File: src/rtl/mips_pkg.sv
// Shared definitions for the instruction fetch path: reset PC default, NOP
// encoding, fetch FSM states, prefetch queue entry layout and PC helpers.
package mips_pkg;

  localparam logic [31:0] DEF_RESET_PC = 32'h0000_0000;
  localparam logic [31:0] NOP_INSTR    = 32'h0000_0000;
  localparam logic [31:0] PC_INCR      = 32'h0000_0004;

  // RUN: nothing in flight; WAIT: one request in flight;
  // SQUASH: the in-flight response belongs to a redirected-away path.
  typedef enum logic [1:0] {
    ST_RUN    = 2'b00,
    ST_WAIT   = 2'b01,
    ST_SQUASH = 2'b10
  } fetch_state_e;

  // One prefetch queue slot: the word and the address it was fetched from.
  typedef struct packed {
    logic [31:0] pc;
    logic [31:0] instr;
  } pq_entry_t;

  // Force an address onto a word boundary.
  function automatic logic [31:0] word_align(input logic [31:0] addr);
    return {addr[31:2], 2'b00};
  endfunction

  // Sequential next fetch address; wraps silently at the top of memory.
  function automatic logic [31:0] pc_next(input logic [31:0] pc);
    return pc + PC_INCR;
  endfunction

endpackage

File: src/rtl/fetch_queue.sv
// Prefetch queue: DEPTH-entry FIFO of {pc, instr}. Clear has priority over
// push/pop; a push into a full queue is accepted when a pop happens in the
// same cycle. DEPTH must be a power of two so the pointers wrap naturally.
module fetch_queue
  import mips_pkg::*;
#(
  parameter int DEPTH = 2
) (
  input  logic                     clk,
  input  logic                     rst_n,
  input  logic                     i_clear,
  input  logic                     i_push,
  input  pq_entry_t                i_push_data,
  input  logic                     i_pop,
  output pq_entry_t                o_head,
  output logic [$clog2(DEPTH):0]   o_count,
  output logic                     o_empty,
  output logic                     o_full
);

  localparam int PW = $clog2(DEPTH);
  localparam int CW = PW + 1;

  pq_entry_t         r_mem [DEPTH];
  logic [PW-1:0]     r_wr_ptr;
  logic [PW-1:0]     r_rd_ptr;
  logic [CW-1:0]     r_count;

  logic              w_empty;
  logic              w_full;
  logic              w_push_ok;
  logic              w_pop_ok;

  assign w_empty = (r_count == {CW{1'b0}});
  assign w_full  = (r_count == CW'(DEPTH));

  // Qualify push/pop against occupancy; full-queue push only with a pop.
  always_comb begin
    w_push_ok = 1'b0;
    w_pop_ok  = 1'b0;
    if (i_pop && !w_empty) begin
      w_pop_ok = 1'b1;
    end else begin
      w_pop_ok = 1'b0;
    end
    if (i_push && (!w_full || w_pop_ok)) begin
      w_push_ok = 1'b1;
    end else begin
      w_push_ok = 1'b0;
    end
  end

  // Pointer and occupancy bookkeeping.
  always_ff @(posedge clk) begin
    if (!rst_n) begin
      r_wr_ptr <= {PW{1'b0}};
      r_rd_ptr <= {PW{1'b0}};
      r_count  <= {CW{1'b0}};
    end else if (i_clear) begin
      r_wr_ptr <= {PW{1'b0}};
      r_rd_ptr <= {PW{1'b0}};
      r_count  <= {CW{1'b0}};
    end else begin
      if (w_push_ok) begin
        r_wr_ptr <= r_wr_ptr + PW'(1);
      end
      if (w_pop_ok) begin
        r_rd_ptr <= r_rd_ptr + PW'(1);
      end
      case ({w_push_ok, w_pop_ok})
        2'b10:   r_count <= r_count + CW'(1);
        2'b01:   r_count <= r_count - CW'(1);
        default: r_count <= r_count;
      endcase
    end
  end

  // Entry storage; cleared on reset so an empty head reads as zero.
  always_ff @(posedge clk) begin
    if (!rst_n) begin
      for (int i = 0; i < DEPTH; i++) begin
        r_mem[i] <= '0;
      end
    end else if (w_push_ok && !i_clear) begin
      r_mem[r_wr_ptr] <= i_push_data;
    end
  end

  assign o_head  = r_mem[r_rd_ptr];
  assign o_count = r_count;
  assign o_empty = w_empty;
  assign o_full  = w_full;

endmodule

File: src/rtl/fetch_stage.sv
// Instruction Fetch stage: PC register, single-outstanding request FSM with
// squash tracking for redirects, and a prefetch queue feeding Decode.
// Optional build macro FETCH_PERF_CNT_EN adds perf_fetched / perf_stall_cyc.
module fetch_stage
  import mips_pkg::*;
#(
  parameter logic [31:0] RESET_PC = DEF_RESET_PC,
  parameter int          PQ_DEPTH = 2
) (
  input  logic        clk,
  input  logic        rst_n,
  output logic        imem_req,
  output logic [31:0] imem_addr,
  input  logic        imem_rvalid,
  input  logic [31:0] imem_rdata,
  input  logic        stall_D,
  input  logic        redirect_valid,
  input  logic [31:0] redirect_pc,
  output logic        valid_D,
  output logic [31:0] instr_D,
  output logic [31:0] pc_D,
`ifdef FETCH_PERF_CNT_EN
  output logic [31:0] perf_fetched,
  output logic [31:0] perf_stall_cyc,
`endif
  output logic [31:0] pc_out
);

  localparam int CW = $clog2(PQ_DEPTH) + 1;

  fetch_state_e  r_state;
  fetch_state_e  w_state_nxt;
  logic [31:0]   r_pc;
  logic [31:0]   w_pc_nxt;

  pq_entry_t     w_head;
  pq_entry_t     w_push_data;
  logic [CW-1:0] w_q_count;
  logic          w_q_empty;
  logic          w_q_full;

  logic          w_push;
  logic          w_pop;
  logic          w_issue;
  logic [CW-1:0] w_occ_after;

  assign w_push_data.pc    = r_pc - PC_INCR;
  assign w_push_data.instr = imem_rdata;

  fetch_queue #(
    .DEPTH (PQ_DEPTH)
  ) u_queue (
    .clk         (clk),
    .rst_n       (rst_n),
    .i_clear     (redirect_valid),
    .i_push      (w_push),
    .i_push_data (w_push_data),
    .i_pop       (w_pop),
    .o_head      (w_head),
    .o_count     (w_q_count),
    .o_empty     (w_q_empty),
    .o_full      (w_q_full)
  );

  // Push/pop qualification and issue decision; a redirect suppresses all three.
  always_comb begin
    w_pop       = 1'b0;
    w_push      = 1'b0;
    w_issue     = 1'b0;
    w_occ_after = {CW{1'b0}};
    if (!w_q_empty && !stall_D && !redirect_valid) begin
      w_pop = 1'b1;
    end else begin
      w_pop = 1'b0;
    end
    if ((r_state == ST_WAIT) && imem_rvalid && !redirect_valid) begin
      w_push = 1'b1;
    end else begin
      w_push = 1'b0;
    end
    w_occ_after = w_q_count + CW'(w_push) - CW'(w_pop);
    // Occupancy must leave room for the response of the request issued now.
    if (rst_n && !redirect_valid &&
        ((r_state == ST_RUN) || ((r_state == ST_WAIT) && imem_rvalid)) &&
        (w_occ_after < CW'(PQ_DEPTH))) begin
      w_issue = 1'b1;
    end else begin
      w_issue = 1'b0;
    end
  end

  // Next-state and next-PC logic for the fetch FSM.
  always_comb begin
    w_state_nxt = r_state;
    w_pc_nxt    = r_pc;
    if (redirect_valid) begin
      w_pc_nxt = word_align(redirect_pc);
      case (r_state)
        ST_RUN:    w_state_nxt = ST_RUN;
        ST_WAIT:   w_state_nxt = imem_rvalid ? ST_RUN : ST_SQUASH;
        // A squashed response landing now retires the only outstanding request.
        ST_SQUASH: w_state_nxt = imem_rvalid ? ST_RUN : ST_SQUASH;
        default:   w_state_nxt = ST_RUN;
      endcase
    end else begin
      case (r_state)
        ST_RUN: begin
          if (w_issue) begin
            w_state_nxt = ST_WAIT;
            w_pc_nxt    = pc_next(r_pc);
          end else begin
            w_state_nxt = ST_RUN;
          end
        end
        ST_WAIT: begin
          if (imem_rvalid && w_issue) begin
            w_state_nxt = ST_WAIT;
            w_pc_nxt    = pc_next(r_pc);
          end else if (imem_rvalid) begin
            w_state_nxt = ST_RUN;
          end else begin
            w_state_nxt = ST_WAIT;
          end
        end
        ST_SQUASH: begin
          if (imem_rvalid) begin
            w_state_nxt = ST_RUN;
          end else begin
            w_state_nxt = ST_SQUASH;
          end
        end
        default: begin
          w_state_nxt = ST_RUN;
        end
      endcase
    end
  end

  // FSM state and PC registers.
  always_ff @(posedge clk) begin
    if (!rst_n) begin
      r_state <= ST_RUN;
      r_pc    <= word_align(RESET_PC);
    end else begin
      r_state <= w_state_nxt;
      r_pc    <= w_pc_nxt;
    end
  end

  assign imem_req  = w_issue;
  assign imem_addr = r_pc;
  assign pc_out    = r_pc;
  assign valid_D   = !w_q_empty;
  assign instr_D   = w_q_empty ? NOP_INSTR : w_head.instr;
  assign pc_D      = w_q_empty ? 32'h0000_0000 : w_head.pc;

`ifdef FETCH_PERF_CNT_EN
  logic [31:0] r_perf_fetched;
  logic [31:0] r_perf_stall_cyc;

  // Words accepted into the queue and cycles Decode held a valid word.
  always_ff @(posedge clk) begin
    if (!rst_n) begin
      r_perf_fetched   <= 32'h0000_0000;
      r_perf_stall_cyc <= 32'h0000_0000;
    end else begin
      if (w_push) begin
        r_perf_fetched <= r_perf_fetched + 32'h0000_0001;
      end
      if (!w_q_empty && stall_D) begin
        r_perf_stall_cyc <= r_perf_stall_cyc + 32'h0000_0001;
      end
    end
  end

  assign perf_fetched   = r_perf_fetched;
  assign perf_stall_cyc = r_perf_stall_cyc;
`endif

endmodule

File: config.mk
export PLATFORM = sky130hd
export DESIGN_NAME = fetch_stage
export DESIGN_NICKNAME = d
export VERILOG_FILES = /design/src/rtl/mips_pkg.sv /design/src/rtl/fetch_queue.sv /design/src/rtl/fetch_stage.sv
export SDC_FILE = /design/constraint.sdc
export NUM_CORES = 1
export LEC_CHECK = 0
export ABC_AREA = 1
export BUFFER_PORTS_ARGS = -buffer_cell sky130_fd_sc_hd__buf_2
export CORE_MARGIN = 1.5
export CORE_UTILIZATION = 35
export CTS_CLUSTER_DIAMETER = 120
export DETAILED_ROUTE_END_ITERATION = 8
export SYNTH_ARGS = -nofsm -noshare
export SYNTH_HDL_FRONTEND = slang
export SYNTH_SLANG_ARGS = --single-unit
File: constraint.sdc
create_clock -name clk -period 4.7 [get_ports clk]
set_input_delay 0.94 -clock clk [delete_from_list [all_inputs] [get_ports clk]]
set_output_delay 0.94 -clock clk [all_outputs]
set_load 0.03 [all_outputs]
==> impl_metrics.prom <==
# TYPE chip_impl_metric gauge
chip_impl_metric{name="portBuffers",unit=""} 190
chip_impl_metric{name="ys_seq_area_share",unit="%"} 48.8
chip_impl_metric{name="arrival",unit="ns"} 2.48
chip_impl_metric{name="die_area",unit="µm²"} 27100
chip_impl_metric{name="synth-adder-area-share",unit="%"} 0.958
chip_impl_info{name="outcome",value="completed"} 1
chip_impl_metric{name="share_of_the_clock_period_used_by_the_worst_path",unit="%"} 72.7
chip_impl_metric{name="timing.final.hold_violations",unit=""} 0
chip_impl_metric{name="worst_setup_hold_path_clk_slew",unit="ns"} 0.06
chip_impl_metric{name="hpwl",unit="µm"} 15700
chip_impl_metric{name="worst_ep_required_time",unit="ns"} 3.76
chip_impl_metric{name="cts_setup_buffers",unit=""} 0
chip_impl_metric{name="drt-wirelength-per-cell",unit="µm"} 14.2
chip_impl_metric{name="ctsResizeCount",unit=""} 0
chip_impl_metric{name="power-per-cell-area",unit="nW/µm²"} 324
chip_impl_metric{name="numPlacedInstances",unit=""} 1614
chip_impl_metric{name="numClockSinks",unit=""} 161
chip_impl_metric{name="globalplace.congestion",unit=""} 0.868
chip_impl_info{name="synth_flop_cell",value="edfxtp_1"} 1
chip_impl_info{name="cpMaxStageDelayCell",value="ha_1"} 1
chip_impl_metric{name="fin_tns_setup",unit="ns"} 0
chip_impl_info{name="unrepaired_setup_endpoints_after_global_routing",value="no"} 1
chip_impl_info{name="timing_worst_setup_path_type",value="primary input to output port"} 1
chip_impl_metric{name="postPlaceCellArea",unit="µm²"} 10100
chip_impl_metric{name="max_cap_violations",unit=""} 0
chip_impl_metric{name="layout-drive-gt1-share",unit="%"} 21.2
chip_impl_metric{name="gr-total-overflow",unit=""} 0
chip_impl_metric{name="worst_pin_slew",unit="ns"} 0.799
chip_impl_metric{name="boundaryPins",unit=""} 199
chip_impl_metric{name="min_period",unit="ns"} 3.42
chip_impl_metric{name="detailed_router_s_first_iteration_violation_count",unit=""} 456
chip_impl_metric{name="grt_first_pass_wirelength",unit="µm"} 37300
chip_impl_metric{name="die_h",unit="µm"} 165
chip_impl_metric{name="worst_path_largest_cell_delay",unit="ns"} 0.27
chip_impl_metric{name="stdcell_count",unit=""} 1646
chip_impl_metric{name="synth-xor-area-share",unit="%"} 2.49
chip_impl_metric{name="postSynthRegisterBits",unit=""} 161
chip_impl_metric{name="via_count_of_the_first_global_routing_pass",unit=""} 7216
chip_impl_metric{name="synth-compound-area-share",unit="%"} 6.52
chip_impl_metric{name="timing.clock.skew",unit="ns"} 0.0127
chip_impl_metric{name="total_power",unit="µW"} 3460
chip_impl_metric{name="ir_drop",unit="µV"} 208
chip_impl_metric{name="totalWireLength",unit="µm"} 23400
chip_impl_metric{name="syn-mean-instance-area",unit="µm²"} 7.81
chip_impl_info{name="worst_setup_path_start_kind",value="primary input"} 1
chip_impl_metric{name="footprint_of_the_multi_input_gates",unit="µm²"} 3700
chip_impl_info{name="worst_setup_path_end_kind",value="output port"} 1
chip_impl_metric{name="pin_count_of_the_biggest_net_entering_global_routing",unit=""} 63
chip_impl_info{name="crit_path_cell_trace",value="buf_2, buf_4, nor2_1, inv_1, ha_1, inv_1, nand2_1, inv_1, nand2_1, nand2_1, nand2_1, inv_1, buf_2"} 1
chip_impl_metric{name="floorplan.core_area",unit="µm²"} 25400
chip_impl_metric{name="synth_async_sr_flop_share",unit="%"} 0
chip_impl_metric{name="fillCellCount",unit=""} 2604
chip_impl_metric{name="placement_rows",unit=""} 58
chip_impl_info{name="synth_top_family_by_area",value="simple AND/OR/NAND/NOR gates"} 1
chip_impl_metric{name="report.final.setup_viol",unit=""} 0
chip_impl_metric{name="grt_antenna_before_repair",unit=""} 0
chip_impl_metric{name="via_per_inst",unit=""} 4.67
chip_impl_metric{name="clock_latency_on_the_worst_skew_pair",unit="ns"} 0.43
chip_impl_metric{name="synth_area",unit="µm²"} 9140
chip_impl_info{name="cts_root_buffer",value="clkbuf_16"} 1
chip_impl_metric{name="design.final.nets",unit=""} 1379
chip_impl_metric{name="n_antenna_cell",unit=""} 0
chip_impl_metric{name="drc",unit=""} 0
chip_impl_metric{name="num_vias",unit=""} 7690
chip_impl_metric{name="h-tree-depth",unit=""} 4
chip_impl_metric{name="worst_relative_slew_slack",unit="%"} 46.7
chip_impl_metric{name="detailedRoute.firstPassIterationCount",unit=""} 5
chip_impl_metric{name="initial_utilization",unit="%"} 36.0
chip_impl_metric{name="synth_cell_type_count",unit=""} 37
chip_impl_metric{name="seq_area",unit="µm²"} 4470
chip_impl_metric{name="crit_path_max_fanout",unit=""} 33
chip_impl_metric{name="cts_made_buffers",unit=""} 17
chip_impl_metric{name="fp.dieW",unit="µm"} 165
chip_impl_metric{name="syn_inst",unit=""} 1171
chip_impl_metric{name="global_route.usage.total",unit="%"} 17.8
chip_impl_metric{name="synth-simple-area-share",unit="%"} 30.1
chip_impl_metric{name="stdcell_area",unit="µm²"} 10700
chip_impl_metric{name="hold_buffers",unit=""} 0
chip_impl_metric{name="final-max-slew-violation-count",unit=""} 0
chip_impl_info{name="timing.hold.worst.class",value="flop to flop"} 1
chip_impl_metric{name="max_freq",unit="MHz"} 293
chip_impl_metric{name="ys_warn_count",unit=""} 0
chip_impl_metric{name="antenna_left",unit=""} 0
chip_impl_metric{name="synth.area.mux_share",unit="%"} 0
chip_impl_metric{name="synth-edff-count",unit=""} 124
chip_impl_metric{name="cts_max_path_buffers",unit=""} 2
chip_impl_info{name="cts_tree",value="done"} 1
chip_impl_metric{name="areaGrowthSynthToFinish",unit="%"} 16.6
chip_impl_metric{name="total_leakage_power",unit="µW"} 0.00476
[cell usage after synthesis, types with 4 or more instances]
| cell type | instances | share of area [%] |
|---|---|---|
| nor2_1 | 226 | 9.3 |
| inv_2 | 6 | 0.25 |
| buf_2 | 18 | 0.99 |
| nand2_2 | 5 | 0.34 |
| ha_1 | 7 | 0.96 |
| nand2_1 | 314 | 13 |
| buf_4 | 38 | 3.1 |
| nand3_1 | 61 | 3.3 |
| edfxtp_1 | 124 | 41 |
| a21boi_0 | 5 | 0.41 |
| nor3_1 | 5 | 0.27 |
| inv_1 | 105 | 4.3 |
| xor2_1 | 22 | 2.1 |
| nand4_1 | 10 | 0.68 |
| o21ai_0 | 14 | 0.77 |
| buf_6 | 8 | 0.99 |
| nor2_2 | 12 | 0.82 |
| clkbuf_1 | 25 | 1.0 |
| dfxtp_1 | 37 | 8.1 |
| a21oi_1 | 91 | 5.0 |
| nor2_4 | 11 | 1.4 |
| xnor2_1 | 4 | 0.38 |
[path summary, 6_finish.rpt]
check	from	to	slack, ns	depth (start not counted)
worst max-delay path	redirect_valid	imem_req	1.28	13
worst min-delay path	u_queue.r_wr_ptr$_SDFFE_PP0P_	u_queue.r_wr_ptr$_SDFFE_PP0P_	0.47	2
worst max register to register	r_state[1]$_SDFF_PN0_	u_queue.r_mem[0][4]$_SDFFCE_PN0P_	2.23	9
worst min register to register	u_queue.r_wr_ptr$_SDFFE_PP0P_	u_queue.r_wr_ptr$_SDFFE_PP0P_	0.47	2
[stage by stage]
step	util (%)	hold slack [ns]	worst slack (ns)
after floorplan	-	0.442	1.15
after global placement	39.6	0.453	1.28
after detailed placement	39.6	0.464	1.26
after CTS	42.0	0.473	1.25
after global routing	42.0	0.489	1.07
final	42.0	0.471	1.28
[layout make-up]
cell class	instances	area share (%)
clock buffer	18	4.03
clock inverter	14	1.54
inverter	115	4.10
multi-input combinational	808	34.7
sequential	161	41.9
tap	330	3.87
timing repair buffer	200	9.86
[cells by family after synthesis]
family | count (synthesis)
fa+ha+maj | 7
simple gates | 655
compound gates | 114
buf+inv | 207
other cells | 1
flops | 161
xor+xnor | 26
[report_power, final]
| part | internal, µW | total [µW] | switching, µW |
|---|---|---|---|
| sequential | 1580 | 1640 | 55.3 |
| clock | 834 | 1400 | 566 |
| combinational | 125 | 421 | 296 |
| total | 2540 | 3460 | 917 |
[per-layer routing]
metal  up-vias  track usage (%)  share of wire (%)
li1       3946                -                  -
met1      3484             23.8                 47
met2       237             29.5                 46
met3        23             3.01                5.8
met4         0             4.87                1.5
met5         -                0                  0
[state kept, by name (all words and copies together), names as in the netlist, named ones only]
register and count:
u_queue.r_mem 124, imem_addr 30, r_state 2, u_queue.o_count 2, u_queue.r_rd_ptr 1, u_queue.r_wr_ptr 1
[worst max-delay path: cells and delay by family]
family	cells	cell delay, ns
adders and majority gates	1	0.27
buffers and inverters	7	0.78
and+or+nand+nor	5	0.47
[cell usage in the layout, fill, tap and decap left out, types with 4 or more instances in the layout]
cell type	Yosys	layout
a21boi_0	5	5
a21oi_1	91	91
buf_2	18	190
buf_4	38	8
clkbuf_16	0	17
clkinv_1	3	4
conb_1	1	6
dfxtp_1	37	36
edfxtp_1	124	124
ha_1	7	7
inv_1	105	105
inv_2	6	6
nand2_1	314	310
nand2_2	5	9
nand3_1	61	61
nand4_1	10	10
nor2_1	226	226
nor2_2	12	11
nor2_4	11	12
nor3_1	5	5
o21ai_0	14	14
xnor2_1	4	4
xor2_1	22	22
(Power assumes the default switching activity.)
